File: config.mk
export PLATFORM = sky130hd
export DESIGN_NAME = order_tx_framer_flat
export DESIGN_NICKNAME = d
export VERILOG_FILES = /design/src/rtl/hft_pkg.sv /design/src/rtl/order_tx_framer_if.sv /design/src/rtl/uart_tx_byte.sv /design/src/rtl/order_tx_framer.sv /design/src/flat_wrapper.sv
export SDC_FILE = /design/constraint.sdc
export NUM_CORES = 1
export LEC_CHECK = 0
export CORE_ASPECT_RATIO = 0.75
export CORE_MARGIN = 2
export CORE_UTILIZATION = 25
export CTS_CLUSTER_SIZE = 24
export DETAILED_ROUTE_END_ITERATION = 12
export SLEW_MARGIN = 15
export SYNTH_ARGS = -nofsm -noshare
export SYNTH_HDL_FRONTEND = slang
export SYNTH_SLANG_ARGS = --single-unit
File: constraint.sdc
create_clock -name clk -period 3.8 [get_ports clk]
set_clock_uncertainty 0.05 [all_clocks]
set_input_delay 0.95 -clock clk [delete_from_list [all_inputs] [get_ports clk]]
set_output_delay 0.95 -clock clk [all_outputs]
set_load 0.02 [all_outputs]
File: src/rtl/hft_pkg.sv
// Shared trade-link definitions: sync byte, message lengths, serializer states, order codes.
package hft_pkg;

  localparam logic [7:0] HDR_BYTE_DEFAULT = 8'hA5;
  localparam int         MSG_BYTES_BASE   = 7;
  localparam int         MSG_BYTES_CKSUM  = 8;

  localparam logic [7:0] BUY  = 8'h01;
  localparam logic [7:0] SELL = 8'h02;
  localparam logic [7:0] HOLD = 8'h00;

  typedef enum logic [1:0] {
    IDLE,
    START,
    DATA,
    STOP
  } tx_state_e;

  // XOR of every payload byte that follows the sync byte.
  function automatic logic [7:0] order_checksum(input logic [7:0]  addr,
                                                input logic [7:0]  buysell,
                                                input logic [31:0] ts);
    return addr ^ buysell ^ ts[31:24] ^ ts[23:16] ^ ts[15:8] ^ ts[7:0];
  endfunction

endpackage

File: src/rtl/order_tx_framer_if.sv
// Order hand-off between the TX address mux (master) and the framer (slave).
interface order_tx_framer_if;
  logic [7:0]  tx_addr;
  logic [7:0]  tx_buysell;
  logic [31:0] tx_timestamp;
  logic        tx_dv;
  logic        tx_busy;
  logic        tx_done;
  logic        tx;

  modport master (output tx_addr, tx_buysell, tx_timestamp, tx_dv,
                  input  tx_busy, tx_done, tx);
  modport slave  (input  tx_addr, tx_buysell, tx_timestamp, tx_dv,
                  output tx_busy, tx_done, tx);
endinterface

File: src/rtl/uart_tx_byte.sv
// 8N1 byte serializer, LSB first; a start seen in the last stop cycle chains the next byte with no gap.
module uart_tx_byte
  import hft_pkg::*;
#(
  parameter int CLKS_PER_BIT = 868
) (
  input  logic       clk,
  input  logic       reset,
  input  logic [7:0] byte_in,
  input  logic       start,
  output logic       busy,
  output logic       done,
  output logic       tx
);

  localparam int              BAUD_W    = (CLKS_PER_BIT > 1) ? $clog2(CLKS_PER_BIT) : 1;
  localparam logic [BAUD_W-1:0] BAUD_LAST = BAUD_W'(CLKS_PER_BIT - 1);

  tx_state_e         r_state, w_state_nxt;
  logic [BAUD_W-1:0] r_baud,  w_baud_nxt;
  logic [2:0]        r_bit,   w_bit_nxt;
  logic [7:0]        r_shift, w_shift_nxt;
  logic              r_tx,    w_tx_nxt;
  logic              w_bit_end;

  assign w_bit_end = (r_baud == BAUD_LAST);

  always_comb begin
    // NOTE: every signal gets a default before the case so no branch can infer a latch.
    w_state_nxt = r_state;
    w_baud_nxt  = '0;
    w_bit_nxt   = r_bit;
    w_shift_nxt = r_shift;
    w_tx_nxt    = r_tx;
    if (r_state != IDLE && !w_bit_end) w_baud_nxt = r_baud + 1'b1;

    case (r_state)
      IDLE: if (start) begin
        w_state_nxt = START;
        w_shift_nxt = byte_in;
        w_tx_nxt    = 1'b0;
      end
      START: if (w_bit_end) begin
        w_state_nxt = DATA;
        w_tx_nxt    = r_shift[0];
      end
      DATA: if (w_bit_end) begin
        w_bit_nxt   = r_bit + 3'd1;
        w_shift_nxt = r_shift >> 1;
        if (r_bit == 3'd7) begin
          w_state_nxt = STOP;
          w_tx_nxt    = 1'b1;
        end else begin
          w_tx_nxt    = r_shift[1];
        end
      end
      STOP: if (w_bit_end) begin
        if (start) begin
          w_state_nxt = START;
          w_shift_nxt = byte_in;
          w_tx_nxt    = 1'b0;
        end else begin
          w_state_nxt = IDLE;
          w_tx_nxt    = 1'b1;
        end
      end
      default: w_state_nxt = IDLE;
    endcase
  end

  // NOTE: sequential state uses non-blocking assignments only.
  always_ff @(posedge clk or posedge reset) begin
    if (reset) begin
      r_state <= IDLE;
      r_baud  <= '0;
      r_bit   <= '0;
      r_shift <= '0;
      r_tx    <= 1'b1;
    end else begin
      r_state <= w_state_nxt;
      r_baud  <= w_baud_nxt;
      r_bit   <= w_bit_nxt;
      r_shift <= w_shift_nxt;
      r_tx    <= w_tx_nxt;
    end
  end

  assign busy = (r_state != IDLE);
  assign done = (r_state == STOP) && w_bit_end;
  assign tx   = r_tx;

endmodule

File: src/rtl/order_tx_framer.sv
// Order framer: captures one order and streams sync + payload bytes as back-to-back 8N1 frames.
// Define ORDER_TX_CHECKSUM_EN to append an XOR checksum byte after the timestamp.
module order_tx_framer
  import hft_pkg::*;
#(
  parameter int         CLKS_PER_BIT = 868,
  parameter logic [7:0] HDR_BYTE     = HDR_BYTE_DEFAULT
) (
  input  logic               clk,
  input  logic               reset,
  order_tx_framer_if.slave   bus
);

`ifdef ORDER_TX_CHECKSUM_EN
  localparam int MSG_BYTES = MSG_BYTES_CKSUM;
`else
  localparam int MSG_BYTES = MSG_BYTES_BASE;
`endif
  localparam logic [2:0] LAST_IDX = 3'(MSG_BYTES - 1);

  logic [7:0][7:0] r_msg;
  logic [2:0]      r_idx;
  logic            r_busy;
  logic            r_done;
  logic [2:0]      w_next_idx;
  logic [7:0]      w_cksum;
  logic [7:0]      w_ser_byte;
  logic            w_accept, w_ser_start, w_ser_busy, w_ser_done, w_ser_tx;

`ifdef ORDER_TX_CHECKSUM_EN
  assign w_cksum = order_checksum(bus.tx_addr, bus.tx_buysell, bus.tx_timestamp);
`else
  assign w_cksum = 8'h00;
`endif

  assign w_accept    = bus.tx_dv && !r_busy && !w_ser_busy;
  assign w_next_idx  = r_idx + 3'd1;
  // Next byte is handed over during the last stop cycle so the start bit follows with no gap.
  assign w_ser_start = w_accept || (w_ser_done && (r_idx != LAST_IDX));
  assign w_ser_byte  = w_accept ? HDR_BYTE : r_msg[w_next_idx];

  always_ff @(posedge clk or posedge reset) begin
    if (reset) begin
      // NOTE: the holding register is only eight bytes, so it is reset with everything else.
      r_msg  <= '0;
      r_idx  <= '0;
      r_busy <= 1'b0;
      r_done <= 1'b0;
    end else begin
      r_done <= 1'b0;
      if (w_accept) begin
        r_msg  <= {w_cksum,
                   bus.tx_timestamp[7:0], bus.tx_timestamp[15:8],
                   bus.tx_timestamp[23:16], bus.tx_timestamp[31:24],
                   bus.tx_buysell, bus.tx_addr, HDR_BYTE};
        r_idx  <= '0;
        r_busy <= 1'b1;
      end else if (w_ser_done) begin
        if (r_idx == LAST_IDX) begin
          r_idx  <= '0;
          r_busy <= 1'b0;
          r_done <= 1'b1;
        end else begin
          r_idx  <= w_next_idx;
        end
      end
    end
  end

  uart_tx_byte #(
    .CLKS_PER_BIT (CLKS_PER_BIT)
  ) u_uart_tx_byte (
    .clk     (clk),
    .reset   (reset),
    .byte_in (w_ser_byte),
    .start   (w_ser_start),
    .busy    (w_ser_busy),
    .done    (w_ser_done),
    .tx      (w_ser_tx)
  );

  assign bus.tx      = w_ser_tx;
  assign bus.tx_busy = r_busy;
  assign bus.tx_done = r_done;

endmodule

File: src/flat_wrapper.sv
// flat-port wrapper written by rule: the top's interface ports become plain ports
module order_tx_framer_flat import hft_pkg::*;
#(
  parameter int         CLKS_PER_BIT = 868,
  parameter logic [7:0] HDR_BYTE     = HDR_BYTE_DEFAULT
)
  (clk, reset, bus_tx_addr, bus_tx_buysell, bus_tx_timestamp, bus_tx_dv, bus_tx_busy, bus_tx_done, bus_tx);
  order_tx_framer_if bus_i ();
  input  logic clk;
  input  logic reset;
  input wire logic [$bits(bus_i.tx_addr)-1:0] bus_tx_addr;
  input wire logic [$bits(bus_i.tx_buysell)-1:0] bus_tx_buysell;
  input wire logic [$bits(bus_i.tx_timestamp)-1:0] bus_tx_timestamp;
  input wire logic [$bits(bus_i.tx_dv)-1:0] bus_tx_dv;
  output wire logic [$bits(bus_i.tx_busy)-1:0] bus_tx_busy;
  output wire logic [$bits(bus_i.tx_done)-1:0] bus_tx_done;
  output wire logic [$bits(bus_i.tx)-1:0] bus_tx;
  assign bus_i.tx_addr = bus_tx_addr;
  assign bus_i.tx_buysell = bus_tx_buysell;
  assign bus_i.tx_timestamp = bus_tx_timestamp;
  assign bus_i.tx_dv = bus_tx_dv;
  assign bus_tx_busy = bus_i.tx_busy;
  assign bus_tx_done = bus_i.tx_done;
  assign bus_tx = bus_i.tx;
  order_tx_framer #(.CLKS_PER_BIT(CLKS_PER_BIT), .HDR_BYTE(HDR_BYTE)) u_core (.clk(clk), .reset(reset), .bus(bus_i));
endmodule
### Yosys cells after proc, flatten, opt, wreduce, memory -nomap -nowiden

Index checks and enable logic that the tools add are counted.

| word-level totals | value |
|---|---|
| flip-flop bits (word level) | 78 |
| bits in latches | 0 |
| bits in writable memories | 0 |
| memory bits (read-only) | 0 |
| input port bits | 51 |
| memories | 0 |

| operators by class | value |
|---|---|
| $add $sub $neg | 3 |
| multiply operators | 0 |
| divide/modulo/power cells | 0 |
| magnitude comparators | 1 |
| equal/unequal tests | 12 |
| shifts and indexed selects | 0 |
| muxes and demuxes | 31 |
| bitwise operators | 0 |
| reduce and logical (&&, ||, !) cells | 19 |

Operators by type and width:

| operator | count |
|---|---|
| $mux W8 | 5 |
| $bmux W8 S3 | 1 |
| $pmux W8 S3 | 1 |
| $mux W1 | 13 |
| $add A10 B1 Y10 const B | 1 |
| $eq A10 B10 Y1 const B | 1 |
| $mux W10 | 1 |
| $mux W2 | 5 |
| $ne A2 B2 Y1 const B | 5 |
| $mux W3 | 3 |
| $pmux W2 S4 | 1 |
| $add A3 B1 Y3 const B | 2 |
| $eq A3 B3 Y1 const B | 2 |
| $reduce_bool A2 Y1 | 3 |
| $logic_and A1 B1 Y1 | 5 |
| $reduce_and A5 Y1 | 1 |
| $eq A2 B2 Y1 const B | 2 |
| $lt A3 B4 Y1 const B | 1 |
| $pmux W1 S4 | 1 |
| $reduce_and A2 Y1 | 2 |
| $reduce_and A4 Y1 | 1 |
| $logic_not A1 Y1 | 3 |
| $ne A3 B3 Y1 const B | 1 |
| $reduce_and A3 Y1 | 1 |
| 4 further kinds | 4 |

### Longest topological paths before layout

Gate-level depths: netlist of the first run.

| logic depth | value |
|---|---|
| word-level depth | 7 |
| gate-level depth with buffers | 7 |

### Hierarchy

From an unflattened synthesis of the first run, not the netlist that was laid out.

| second synthesis, totals | value |
|---|---|
| cell total of the unflattened synthesis | 313 |
| area total of the unflattened synthesis | 3926.3 um^2 |

Modules (own cells, without submodules):

| module | instances | cells each | area each (um^2) | sequential area each (um^2) |
|---|---|---|---|---|
| order_tx_framer | 1 | 199 | 2620.0 | 1351.3 |
| uart_tx_byte | 1 | 114 | 1306.3 | 601.8 |

### Least setup slack after synthesis of the first run

Ideal clock, no wire load.

| timing | value |
|---|---|
| path kind | register to register |
| start point | register u_core.r_idx[0] |
| end point | register u_core.u_uart_tx_byte.r_shift[2] |
| arrival time | 2.172 ns |
| required time | 3.628 ns |
| slack | 1.456 ns |
| cell stages (with the launch flop) | 8 |
| path buffers | 1 |
| period minus slack after synthesis | 2.344 ns |
| cells stage by stage | dfrtp_1 clkinv_4 ha_1 buf_2 mux2i_1 nor3_1 or4_1 a32o_1 |

| between the ends | value |
|---|---|
| word-level cells in the longest chain between the ends | 7 |
| elaborated cells between the ends (all ways) | 10 |
| those cells by class | add/sub (1); eq/ne (1); mux (6); reduce/logical (2) |

Ends and longest elaborated chain:

| item | line | text |
|---|---|---|
| start, declared | order_tx_framer.sv:22 | `logic [2:0] r_idx;` |
| start signal, assigned | order_tx_framer.sv:64 | `r_idx <= w_next_idx;` |
| $add A3 B1 Y3 | order_tx_framer.sv:37 | `assign w_next_idx = r_idx + 3'd1;` |
| $bmux W8 S3 | order_tx_framer.sv:40 | `assign w_ser_byte = w_accept ? HDR_BYTE : r_msg[w_next_idx];` |
| $mux W8 (not written as such) | order_tx_framer.sv:40 |  |
| $mux W8 | order_tx_framer.sv:40 |  |
| $mux W8 * | uart_tx_byte.sv:38, uart_tx_byte.sv:58 |  |
| $mux W8 | uart_tx_byte.sv:57 | `STOP: if (w_bit_end) begin` |
| $pmux W8 S3 * | uart_tx_byte.sv:37 | `case (r_state)` |
| end signal, assigned | uart_tx_byte.sv:83 | `r_shift <= w_shift_nxt;` |
| end, declared | uart_tx_byte.sv:22 | `logic [7:0] r_shift, w_shift_nxt;` |

Every way passes the cells marked *; elsewhere a longest branch is shown, timed or not. The select of a mux whose other input is x is not followed.
A chain may end at the register's enable or synchronous reset.

### Worst setup path in the final report of the first run

| timing | value |
|---|---|
| start point | register u_core.r_idx[0] |
| end point | register u_core.u_uart_tx_byte.r_shift[3] |

The elaborated chain is that of the path after synthesis.

==> out/results.txt, run 1 <==
The most used flip-flop cell after synthesis was sky130_fd_sc_hd__dfrtp_1. Walking the worst path, the cells encountered are clkinv_4 -> ha_1 -> nor2b_1 -> a221oi_1 -> or3_1 -> a32oi_1. The largest vdd supply drop was 0.210 mV; the multi-input combinational cell area was 0.00175 sq mm.

For the total power, the log shows 1750 uW. Number of global-route vias before repair: 3046. Counting the fill cells in the layout gives 1592.

After detailed routing, no signal wire sits above met4. The fraction of power consumed by combinational cells is 0.041. The routed metal-1 wirelength was 4650 um.

In the detailed route, the total length drawn on met3 is 503 um. For the detailed-route wire length, the log shows 9170 um. OpenSTA, run right after detailed placement, puts the worst setup slack at 0.792 ns. The portion of the clock cycle consumed by the worst path in the final layout is 0.774.

The congestion estimate from routability-driven global placement came to 0.852. The effective utilization at floorplan came out at 0.254. During I/O placement, the number of pins put on the boundary was 54.

The biggest area contributor in the post-synthesis netlist is sky130_fd_sc_hd__dfrtp_1. The synthesis-to-finish area growth came out at 27.1%. The detailed-routed wire length on met2 was 3920 um; the number of clock sinks was 78.

The switching power is 347 uW, and the part of the power in registers is 0.476. The worst setup path is of the reg2reg kind. The count of final hold-check violations was 0; the largest fanout on the critical path was 23. The critical path's slowest cell was sky130_fd_sc_hd__ha_1.

Dividing the synthesized area by the synthesized cell count gives 9.39 sq um. At the pin with the least slew margin, the transition time is 1.01 ns. The fraction of power consumed by the clock network is 0.483, and the async set-or-reset flop fraction in the synthesized netlist is 1.00. For this run, design rule violations remaining after detail routing come to 0. For the gate count after technology mapping, the log shows 409. After legalization and detailed placement, the total HPWL measured 6670 um.

The worst hold path belongs to the class reg2reg. The number of antenna violations at the first check in global routing is 0. The arrival time reported for the critical path endpoint is 3.15 ns, and the number of warning messages in the yosys log is 0. TritonCTS built the clock tree. Entering global routing, the biggest net connects 38 pins. Across all layers, the routed design uses 3040 vias. The tree is rooted in a sky130_fd_sc_hd__clkbuf_16. The total overflow left after global routing is 0.

After clock tree synthesis, the clock-pin slew on the worst setup and hold paths is 0.06 ns. The via density per instance is 4.56, and the share of the yosys chip area belonging to registers is 0.508. The logs give 0 for the count of hold buffers inserted by post-cts repair and 1400 uW for the internal power contribution.

The overall die area is 0.0164 sq mm. From bottom edge to top edge, the die measures 111 um. The layout cell share with drive strength beyond 1 is 0.0823, and the clock latency of the later-clocked register in the worst-skew pair is 0.34 ns.

Input and output buffers added on the ports amount to 53. Counting instances in the post-synthesis netlist gives the leading cell types as sky130_fd_sc_hd__nand2_1 (153), sky130_fd_sc_hd__dfrtp_1 (77), sky130_fd_sc_hd__clkbuf_1 (17). The tools report the number of standard-cell rows in the floorplan as 39. The worst path in the final design needs a cycle of 2.94 ns, including I/O delays and setup.

The tools report the worst setup slack after layout as 0.858 ns. The number of flops mapped to enable cells by yosys works out to 0. Power spread over the standard cell area amounts to 358 mW/mm^2. The run finished with clean final reports.

The logs give 4.00 ns for the data required time at the worst endpoint and 470 for the number of nets produced by synthesis. After the first detailed-routing iteration, the DRC count stood at 201. Buffers added to address setup during post-CTS repair amount to 0. The launching element type of the critical path is a flop.

Registers take 0.00195 sq mm. The count of different cell masters after synthesis was 52. The run gives 0 as the final count of negative-setup-slack endpoints. 0 antenna diodes ended up in the layout. The tools report the leakage component of the power as 0.00242 uW.

The per-cell routed wire length works out to 13.7 um. Across the run, the number of max-cap violations was 0. After synthesis the netlist holds a flip-flop and latch count of 78. The clock passes through at most 2 buffers.

The tools report the critical path capture point type as a flop. The logs give 0 ns for the setup total negative slack and 9 for the CTS buffer count. Once the clock tree was built, the resizer swapped 0 gates to a different size. At the end of the flow, the number of nets in the layout was 519. Share of Yosys cell area claimed by the top area cell type: 0.502. Setup repair after global routing left no endpoint under its margin. Largest incremental delay on the critical path: 0.97 ns.

Fmax: 0.340 GHz. The fraction of power spent switching nets is 0.199. The tools report the total global routing track utilization as 0.120. The most frequent cell after synthesis was sky130_fd_sc_hd__nand2_1. Sorting the synthesized cells by area gives the leading types as sky130_fd_sc_hd__dfrtp_1 (50%), sky130_fd_sc_hd__nand2_1 (15%), sky130_fd_sc_hd__ha_1 (3.3%). The worst slew margin relative to its limit came out at 0.328. The worst hold slack is 0.418 ns, and the number of pins exceeding their max-slew limit in the final report is 0. The region available for standard cell placement spans 0.0151 sq mm. In this run the horizontal extent of the chip is 147 um. For the synthesized area, the log shows 0.00384 sq mm.

The length of the first detailed-routing pass in iterations came out at 4. The logs give 0 for the number of nets with antenna violations after detailed routing and 3 for the depth of the CTS H-tree. The run gives 15600 um as the first-pass GRT wire length.
worst max-delay path, delay by kind of cell, from the launching register on:
family	cells	cell delay, ns
flops	1	0.40
simple gates	2	0.89
fa+ha+maj	1	0.97
buf+inv	1	0.12
compound gates	2	0.41
final cells by class:
type	count	share of cell area
clock buffers	11	0.0497
clock inverters	4	0.00974
repair buffers	59	0.120
multi-input cells	300	0.359
flip-flops and latches	78	0.400
inverters	10	0.00871
well taps	205	0.0525
power groups by stage:
stage	Combinational (uW)	Clock, uW	Sequential, uW
finish	72.3	843	831
global placement	72.6	0	846
detailed placement	73.6	0	846
floorplan	12.6	0	846
CTS	74.3	865	831
global route	79.8	902	830
metrics by stage:
stage,cells,utilization,cell area (sq um)
after floorplan,409,-,3840
after global placement,652,0.304,4590
after detailed placement,652,0.304,4590
after CTS,667,0.323,4880
after global routing,667,0.323,4880
final,667,0.323,4880
registers in the layout, indices dropped and copies added (netlist names):
register and flops:
u_core.u_uart_tx_byte.r_baud 10, u_core.u_uart_tx_byte.r_shift 8, u_core.r_msg 49, u_core.r_idx 3, u_core.bus.tx_done 1, u_core.u_uart_tx_byte.tx 1
u_core.bus.tx_busy 1, u_core.u_uart_tx_byte.r_state 2, u_core.u_uart_tx_byte.r_bit 3
cells by family after synthesis:
kind of cell / synth area share
AOI/OAI and AO/OA: 0.0880
muxes: 0.0739
xor gates and xnor gates: 0.0270
adders and majority gates: 0.0326
DFF: 0.508
buffers and inverters: 0.0358
and+or+nand+nor: 0.234
layer usage:
layer | vias to the layer above | GRT usage
li1 | 1475 | -
met1 | 1471 | 0.175
met2 | 86 | 0.171
met3 | 8 | 0.0381
met4 | 0 | 0.0353
met5 | - | 0
worst paths after layout:
path                            slack [ns]  cells past startpoint                                           end                         start
worst max-delay path                  0.86                      6  u_core.u_uart_tx_byte.r_shift[3]$_DFFE_PP0P_   u_core.r_idx[0]$_DFFE_PP0P_
worst min-delay path                  0.42                      2                  u_core.r_msg[51]$_DFFE_PP0P_  u_core.r_msg[51]$_DFFE_PP0P_
worst max register to register        0.86                      6  u_core.u_uart_tx_byte.r_shift[3]$_DFFE_PP0P_   u_core.r_idx[0]$_DFFE_PP0P_
worst min register to register        0.42                      2                  u_core.r_msg[51]$_DFFE_PP0P_  u_core.r_msg[51]$_DFFE_PP0P_
max in group asynchronous             2.16                      3                  u_core.r_msg[17]$_DFFE_PP0P_                         reset
min in group asynchronous             0.89                      2                  u_core.r_msg[33]$_DFFE_PP0P_                         reset
placed cells by master, fill, tap and decap left out, types with 7 or more instances in the layout:
cell type / instances
sky130_fd_sc_hd__inv_1: 8
sky130_fd_sc_hd__nand2_1: 153
sky130_fd_sc_hd__a21oi_1: 10
sky130_fd_sc_hd__clkbuf_16: 9
sky130_fd_sc_hd__mux2i_1: 7
sky130_fd_sc_hd__nor2_1: 13
sky130_fd_sc_hd__dfrtp_1: 77
sky130_fd_sc_hd__clkdlybuf4s50_1: 53
sky130_fd_sc_hd__ha_1: 10
sky130_fd_sc_hd__mux2_2: 7
sky130_fd_sc_hd__nand3_1: 10
sky130_fd_sc_hd__mux2_1: 10
sky130_fd_sc_hd__a221oi_1: 9
Power figures use the tool's default switching activity.
==> run 2: changes to the inputs <==
Clock period 3.8 ns to 3.02 ns, I/O delays scaled along.
==> out/results.txt, run 2 (same netlist as run 1, synthesis figures left out) <==
The portion of the clock cycle consumed by the worst path in the final layout is 0.818 (+0.0441). The post-place setup slack was 0.362 ns (-0.429 ns); the arrival time reported for the critical path endpoint was 2.63 ns (-0.52 ns). The run gives 9430 um (+2.8%) as the detailed-route wire length.

The areal power density over the cells came out at 450 mW/mm^2 (+26%). STA classifies the critical path endpoint as a flop. The logs give 4 (unchanged) for the length of the first detailed-routing pass in iterations and 0 (unchanged) for the remaining global-route overflow. The area growth from synthesis to layout is 28.5%. The worst setup slack after layout is 0.549 ns (-0.310 ns), and the first-pass GRT wire length is 15900 um (+1.8%). For the CTS buffer count, the log shows 9 (unchanged). The largest fanout on the critical path was 10 (-57%). The largest register by flop count is u_core.r_msg. The transition time at the pin with the least slew margin was 0.580 ns (-0.427 ns); the depth of the worst register-to-register path was 7 (+1). The number of global-route vias before repair came out at 3125 (+2.6%). The chip height is 111 um (unchanged), and the number of standard-cell rows in the floorplan is 39 (unchanged). For the register cell area after layout, the log shows 0.00195 sq mm (unchanged). The overall die area was 0.0164 sq mm (unchanged). The run finished with clean final reports. The number of nets with antenna violations after detailed routing was 0 (unchanged).

The start-to-end type of the worst setup path was reg2reg. Reg-to-reg critical path endpoint: u_core.u_uart_tx_byte.r_shift[4]$_DFFE_PP0P_. For the count of maximum capacitance violations, the log shows 0 (unchanged).

For the worst-case register-to-register setup slack, the log shows 0.55 ns (-0.31 ns). The number of antenna violations at the first check in global routing is 0 (unchanged). TritonCTS built the clock tree. The total global routing track utilization is 0.123 (+0.00261).

The uppermost layer routed was met4. The run gives 0.00246 uW (+1.4%) as the leakage component of the power. Met3 wire length: 478 um (-5.0%). The detailed-routed wire length on met2 is 4020 um (+2.5%). For the data required time at the worst endpoint, the log shows 3.18 ns (-0.82 ns). The worst register-to-register path begins at u_core.r_idx[0]$_DFFE_PP0P_. The tools report the origin of the worst min-delay path as u_core.r_msg[53]$_DFFE_PP0P_. Final standard cell count with taps included and fillers excluded: 671 (+0.60%). The largest incremental delay on the critical path is 0.48 ns (-0.49 ns), and the multi-input combinational cell area is 0.00175 sq mm (unchanged). Depth of the CTS H-tree: 3 (unchanged).

For the largest vdd supply drop, the log shows 0.272 mV (+30%). The via density per instance was 4.55 (-0.17%); the quantity of gates resized following cts was 0 (unchanged). For the number of pins exceeding their max-slew limit in the final report, the log shows 0 (unchanged). The number of buffers added for setup after CTS was 0 (unchanged); the cell depth of the worst min-delay path was 2 (unchanged). The launching element type of the critical path was a flop.

The number of fillers in the final layout is 1589 (-0.19%). In this run the worst hold path is classified as reg2reg. The number of buffers between clock root and the deepest sink is 2 (unchanged). Setup repair after global routing left no endpoint under its margin. The I/O pin count was 54 (unchanged); the number of clock sinks was 78 (unchanged). For the total DRC errors in the routed layout, the log shows 0 (unchanged). The tools report the pin count of the biggest net entering global routing as 56 (+47%). The number of antenna repair diodes is 0 (unchanged). Leaving out fill and tap cells, the most frequent cell in the layout is sky130_fd_sc_hd__nand2_1. The port buffer count came out at 53 (unchanged). The slowest stage of the critical path is the sky130_fd_sc_hd__a221oi_1 cell. The setup total negative slack is 0 ns (unchanged). The horizontal extent of the die is 147 um (unchanged), and the violation count after the first detailed-route iteration is 220 (+9.5%). The CTS clock-pin slew for the worst setup and hold paths works out to 0.06 ns (about the same). The count of final hold-check violations is 0 (unchanged).

The per-cell routed wire length is 14.1 um (+2.2%). The worst slew margin relative to its limit came out at 0.603 (+0.275). The logs give 0.33 ns (about the same) for the clock latency of the later-clocked register in the worst-skew pair and 0.405 GHz (+19%) for the fmax. The detailed placer's ending HPWL is 7010 um (+5.1%). Layout cell share with drive strength beyond 1: 0.0901 (+0.00788). Routability congestion estimate: 0.863 (+1.3%). The number of nets at the end of the flow came out at 523 (+0.77%). Leaving out fill and tap cells, the most frequent cells in the layout are sky130_fd_sc_hd__nand2_1 (153), sky130_fd_sc_hd__dfrtp_1 (77), sky130_fd_sc_hd__clkdlybuf4s50_1 (53). The core area is 0.0151 sq mm (unchanged), and the flip-flop count of the largest register, all copies and words added is 49 (unchanged). For the effective utilization at floorplan, the log shows 0.254 (unchanged). The largest registers in the layout are u_core.r_msg (49), u_core.u_uart_tx_byte.r_baud (10), u_core.u_uart_tx_byte.r_shift (8). The run gives 0.326 (+0.00347) as the final core utilization. Traced cell by cell, the critical path runs through clkinv_4 -> ha_1 -> buf_4 -> mux2_1 -> a221oi_1 -> o31ai_1 -> mux2_1. The most numerous cell type found on the critical path is sky130_fd_sc_hd__mux2_1. The run gives 656 (+0.61%) as the placed cell count.

The path with the worst hold slack has its endpoint at u_core.r_msg[53]$_DFFE_PP0P_. The final count of negative-setup-slack endpoints was 0 (unchanged); the count of vias placed by the detailed router was 3053 (+0.43%). The shortest clock period the worst path allows after layout was 2.47 ns (-0.470 ns).

Routed metal-1 wirelength: 4810 um (+3.5%). The cell chosen for the clock root was sky130_fd_sc_hd__clkbuf_16. Count of hold buffers inserted by post-cts repair: 0 (unchanged).
-- run 2: cell types whose count changed in the layout (fill, tap and decap cells not counted) --
cell                         previous run  this run
sky130_fd_sc_hd__buf_12                 1         2
sky130_fd_sc_hd__buf_4                  5         8
sky130_fd_sc_hd__clkbuf_8               1         2
sky130_fd_sc_hd__clkinv_2               2         1
sky130_fd_sc_hd__clkinv_4               1         2
sky130_fd_sc_hd__clkinvlp_4             1         0
-- run 2: worst max path at each step --
| stage | from | endpoint | slack (ns) | cells after the start |
|---|---|---|---|---|
| after floorplan | reset | u_core.bus.tx_busy$_DFFE_PP0P_ | 0.22 | 1 |
| after global placement | bus_tx_dv | u_core.u_uart_tx_byte.r_state[1]$_DFFE_PP0P_ | 0.35 | 5 |
| after detailed placement | bus_tx_dv | u_core.u_uart_tx_byte.r_state[1]$_DFFE_PP0P_ | 0.36 | 5 |
| after CTS | u_core.r_idx[0]$_DFFE_PP0P_ | u_core.u_uart_tx_byte.r_shift[4]$_DFFE_PP0P_ | 0.58 | 7 |
| after global routing | u_core.u_uart_tx_byte.r_state[0]$_DFFE_PP0P_ | u_core.u_uart_tx_byte.r_shift[4]$_DFFE_PP0P_ | 0.40 | 6 |
| final | u_core.r_idx[0]$_DFFE_PP0P_ | u_core.u_uart_tx_byte.r_shift[4]$_DFFE_PP0P_ | 0.55 | 7 |
-- run 2: layer usage --
layer / up-vias / GRT usage
li1: 1486 / -
met1: 1466 / 0.177
met2: 91 / 0.181
met3: 10 / 0.0336
met4: 0 / 0.0378
met5: - / 0
-- run 2: area by class of cell --
type                       instances  area share
clock buffer                      12      0.0520
clock inverter                     3     0.00887
inverter                          10     0.00862
multi-input combinational        300       0.355
sequential                        78       0.396
tap                              205      0.0520
timing repair buffer              63       0.128
-- run 2: metrics by stage --
stage	cell area [sq um]	total power [uW]	hold WS, ns
2_1_floorplan	3840	1080	0.387
3_3_place_gp	4630	1160	0.408
3_5_place_dp	4630	1160	0.407
4_1_cts	4930	2250	0.422
5_1_grt	4930	2310	0.438
6_report	4930	2220	0.416
-- run 2: critical path: cells and delay by family, from the launching register on --
kind	cells	cell delay, ns
adders and majority gates	1	0.33
DFF	1	0.43
AOI/OAI and AO/OA	2	0.61
muxes	2	0.62
buffers and inverters	2	0.30
-- run 2: where the power goes --
part	total (uW)	internal [uW]	switching [uW]
clock	1080	680	403
combinational	90.9	60.2	30.7
sequential	1050	1050	0
==> run 3: changes to the inputs <==
Clock period 3.02 ns to 2.4 ns, I/O delays scaled along.
==> out/results.txt, run 3 (same netlist as run 1, synthesis figures left out) <==
The run finished, with violations left. The final reports fail on negative setup slack. Arrival time reported for the critical path endpoint: 2.57 ns (-0.06 ns).

Most common cell after layout, fill and taps aside: sky130_fd_sc_hd__nand2_1. Flip-flop count of the largest register, all copies and words added: 49 (unchanged). In this run the critical register-to-register path is captured at u_core.u_uart_tx_byte.r_shift[4]$_DFFE_PP0P_. The run gives 0 (unchanged) as the number of antenna violations at the first check in global routing. Origin of the worst min-delay path: u_core.r_msg[33]$_DFFE_PP0P_. For the detailed-route wire length, the log shows 9540 um (+1.2%). The run gives 0.0164 sq mm (unchanged) as the overall die area.

The worst hold slack came out at 0.423 ns (+0.00620 ns). The tools report the depth of the CTS H-tree as 3 (unchanged). The worst setup slack after layout is -0.0112 ns (-0.560 ns), and the portion of the clock cycle consumed by the worst path in the final layout is 1.00 (+0.186).

The detailed placer's ending HPWL is 7010 um (about the same), and the final core utilization is 0.332 (+0.00562). The count of vias placed by the detailed router is 3121 (+2.2%), and the chip height is 111 um (unchanged). The logs give 9 (unchanged) for the CTS buffer count and 39 (unchanged) for the number of standard-cell rows in the floorplan.

For hold timing, the worst endpoint is u_core.r_msg[33]$_DFFE_PP0P_. The largest registers in the layout are u_core.r_msg (49), u_core.u_uart_tx_byte.r_baud (10), u_core.u_uart_tx_byte.r_shift (8). Critical register-to-register path startpoint: u_core.r_idx[0]$_DFFE_PP0P_.

The launching element type of the critical path is a flop. The areal power density over the cells is 564 mW/mm^2 (+25%), and the setup total negative slack is -0.0112 ns (-0.0112 ns). The tools report the total global routing track utilization as 0.122 (-0.00106). The largest vdd supply drop was 0.320 mV (+18%); the placed cell count was 665 (+1.4%). The number of nets at the end of the flow is 532 (+1.7%), and the final count of negative-setup-slack endpoints is 1 (+1). The tools report the final standard cell count with taps included and fillers excluded as 681 (+1.5%).

The layout cell share with drive strength beyond 1 came out at 0.113 (+0.0233). The number of global-route vias before repair came out at 3159 (+1.1%). The critical path is of the reg2reg type.

The horizontal extent of the die is 147 um (unchanged). For the count of final hold-check violations, the log shows 0 (unchanged). The number of antenna repair diodes is 0 (unchanged). Setup repair after global routing could not meet its margin everywhere. The violation count after the first detailed-route iteration is 185 (-16%). For the I/O pin count, the log shows 54 (unchanged).

The tools report the number of pins exceeding their max-slew limit in the final report as 0 (unchanged). The effective utilization at floorplan is 0.254 (unchanged). The total DRC errors in the routed layout was 0 (unchanged). The number of nets with antenna violations after detailed routing is 0 (unchanged). For the core area, the log shows 0.0151 sq mm (unchanged). The largest register by flop count was u_core.r_msg. The pin count of the biggest net entering global routing was 33 (-41%).

The number of buffers between clock root and the deepest sink was 2 (unchanged). The synthesis-to-finish area growth works out to 30.7%. The tools report the first-pass GRT wire length as 16000 um (+0.78%). The total power is 2830 uW (+27%), and the transition time at the pin with the least slew margin is 0.641 ns (+0.0605 ns). The tree is rooted in a sky130_fd_sc_hd__clkbuf_16. In this run the worst hold path is classified as reg2reg. The port buffer count came out at 53 (unchanged).

The clock latency of the later-clocked register in the worst-skew pair is 0.34 ns (about the same). The remaining global-route overflow was 0 (unchanged); the via density per instance was 4.58 (+0.73%). TritonCTS built the clock tree. Worst-case register-to-register setup slack: -0.01 ns (-0.56 ns).

In the layout the commonest cells are sky130_fd_sc_hd__nand2_1 (153), sky130_fd_sc_hd__dfrtp_1 (77), sky130_fd_sc_hd__clkdlybuf4s50_1 (53). The largest fanout on the critical path was 7 (-3); the depth of the worst register-to-register path was 7 (unchanged). The shortest clock period the worst path allows after layout was 2.41 ns (-0.0599 ns). The CTS clock-pin slew for the worst setup and hold paths was 0.06 ns (about the same). The number of clock sinks is 78 (unchanged), and the worst slew margin relative to its limit is 0.572 (-0.0312).

The critical path capture point type is a flop. For the leakage component of the power, the log shows 0.00250 uW (+1.6%). The count of maximum capacitance violations is 0 (unchanged), and the per-cell routed wire length is 14.0 um (-0.28%). The tools report the routability congestion estimate as 0.837 (-3.0%). The length of the first detailed-routing pass in iterations was 4 (unchanged). The tools report the fmax as 0.415 GHz (+2.5%).

The cell depth of the worst min-delay path works out to 2 (unchanged). For the data required time at the worst endpoint, the log shows 2.56 ns (-0.62 ns).
-- run 3: layer usage --
metal	track usage	vias to the layer above	routed length [um]
met3	0.0270	10	536
met1	0.182	1527	4920
met2	0.174	78	3950
met4	0.0417	0	142
met5	0	-	0
li1	-	1506	-
-- run 3: worst max path at each step --
stage / from / end / slack [ns] / depth (start not counted)
global route: u_core.r_idx[0]$_DFFE_PP0P_ / u_core.u_uart_tx_byte.r_shift[4]$_DFFE_PP0P_ / -0.08 / 7
floorplan: u_core.r_idx[0]$_DFFE_PP0P_ / u_core.u_uart_tx_byte.r_shift[2]$_DFFE_PP0P_ / 0.06 / 7
finish: u_core.r_idx[0]$_DFFE_PP0P_ / u_core.u_uart_tx_byte.r_shift[4]$_DFFE_PP0P_ / -0.01 / 7
global placement: bus_tx_dv / u_core.u_uart_tx_byte.r_state[1]$_DFFE_PP0P_ / -0.03 / 5
CTS: u_core.r_idx[0]$_DFFE_PP0P_ / u_core.u_uart_tx_byte.r_shift[4]$_DFFE_PP0P_ / 0.05 / 7
detailed placement: bus_tx_dv / u_core.u_uart_tx_byte.r_state[1]$_DFFE_PP0P_ / -0.10 / 5
-- run 3: where the power goes --
group | internal (uW) | switching (uW)
combinational | 79.2 | 39.9
clock | 839 | 556
sequential | 1310 | 0
-- run 3: what timing repair did --
item,CTS,global route
endpoints found under the setup margin,0,4
hold buffers,0,0
setup buffers,0,0
resized for setup,0,1
endpoints found under the hold margin,0,0
-- run 3: cell type report --
type / instances / area [sq um]
Multi-Input combinational cell: 300 / 1760
Timing Repair Buffer: 72 / 698
Clock inverter: 6 / 68.8
Inverter: 10 / 46.3
Sequential cell: 78 / 1950
Clock buffer: 10 / 239
Tap cell: 205 / 256
Fill cell: 1559 / 10100
-- run 3: stage by stage --
step | setup WS, ns | instance area (sq um)
finish | -0.0112 | 5020
global route | -0.0811 | 5020
CTS | 0.0487 | 5010
detailed placement | -0.103 | 4710
global placement | -0.0252 | 4710
floorplan | 0.0560 | 3840
-- run 3: worst max-delay path, cell delays in order (launching register included) --
cell and delay (ns):
sky130_fd_sc_hd__dfrtp_1 0.42, sky130_fd_sc_hd__clkinv_4 0.07, sky130_fd_sc_hd__ha_1 0.31, sky130_fd_sc_hd__buf_4 0.18
sky130_fd_sc_hd__mux2_1 0.33, sky130_fd_sc_hd__a221oi_1 0.49, sky130_fd_sc_hd__o31ai_1 0.13, sky130_fd_sc_hd__mux2_1 0.31
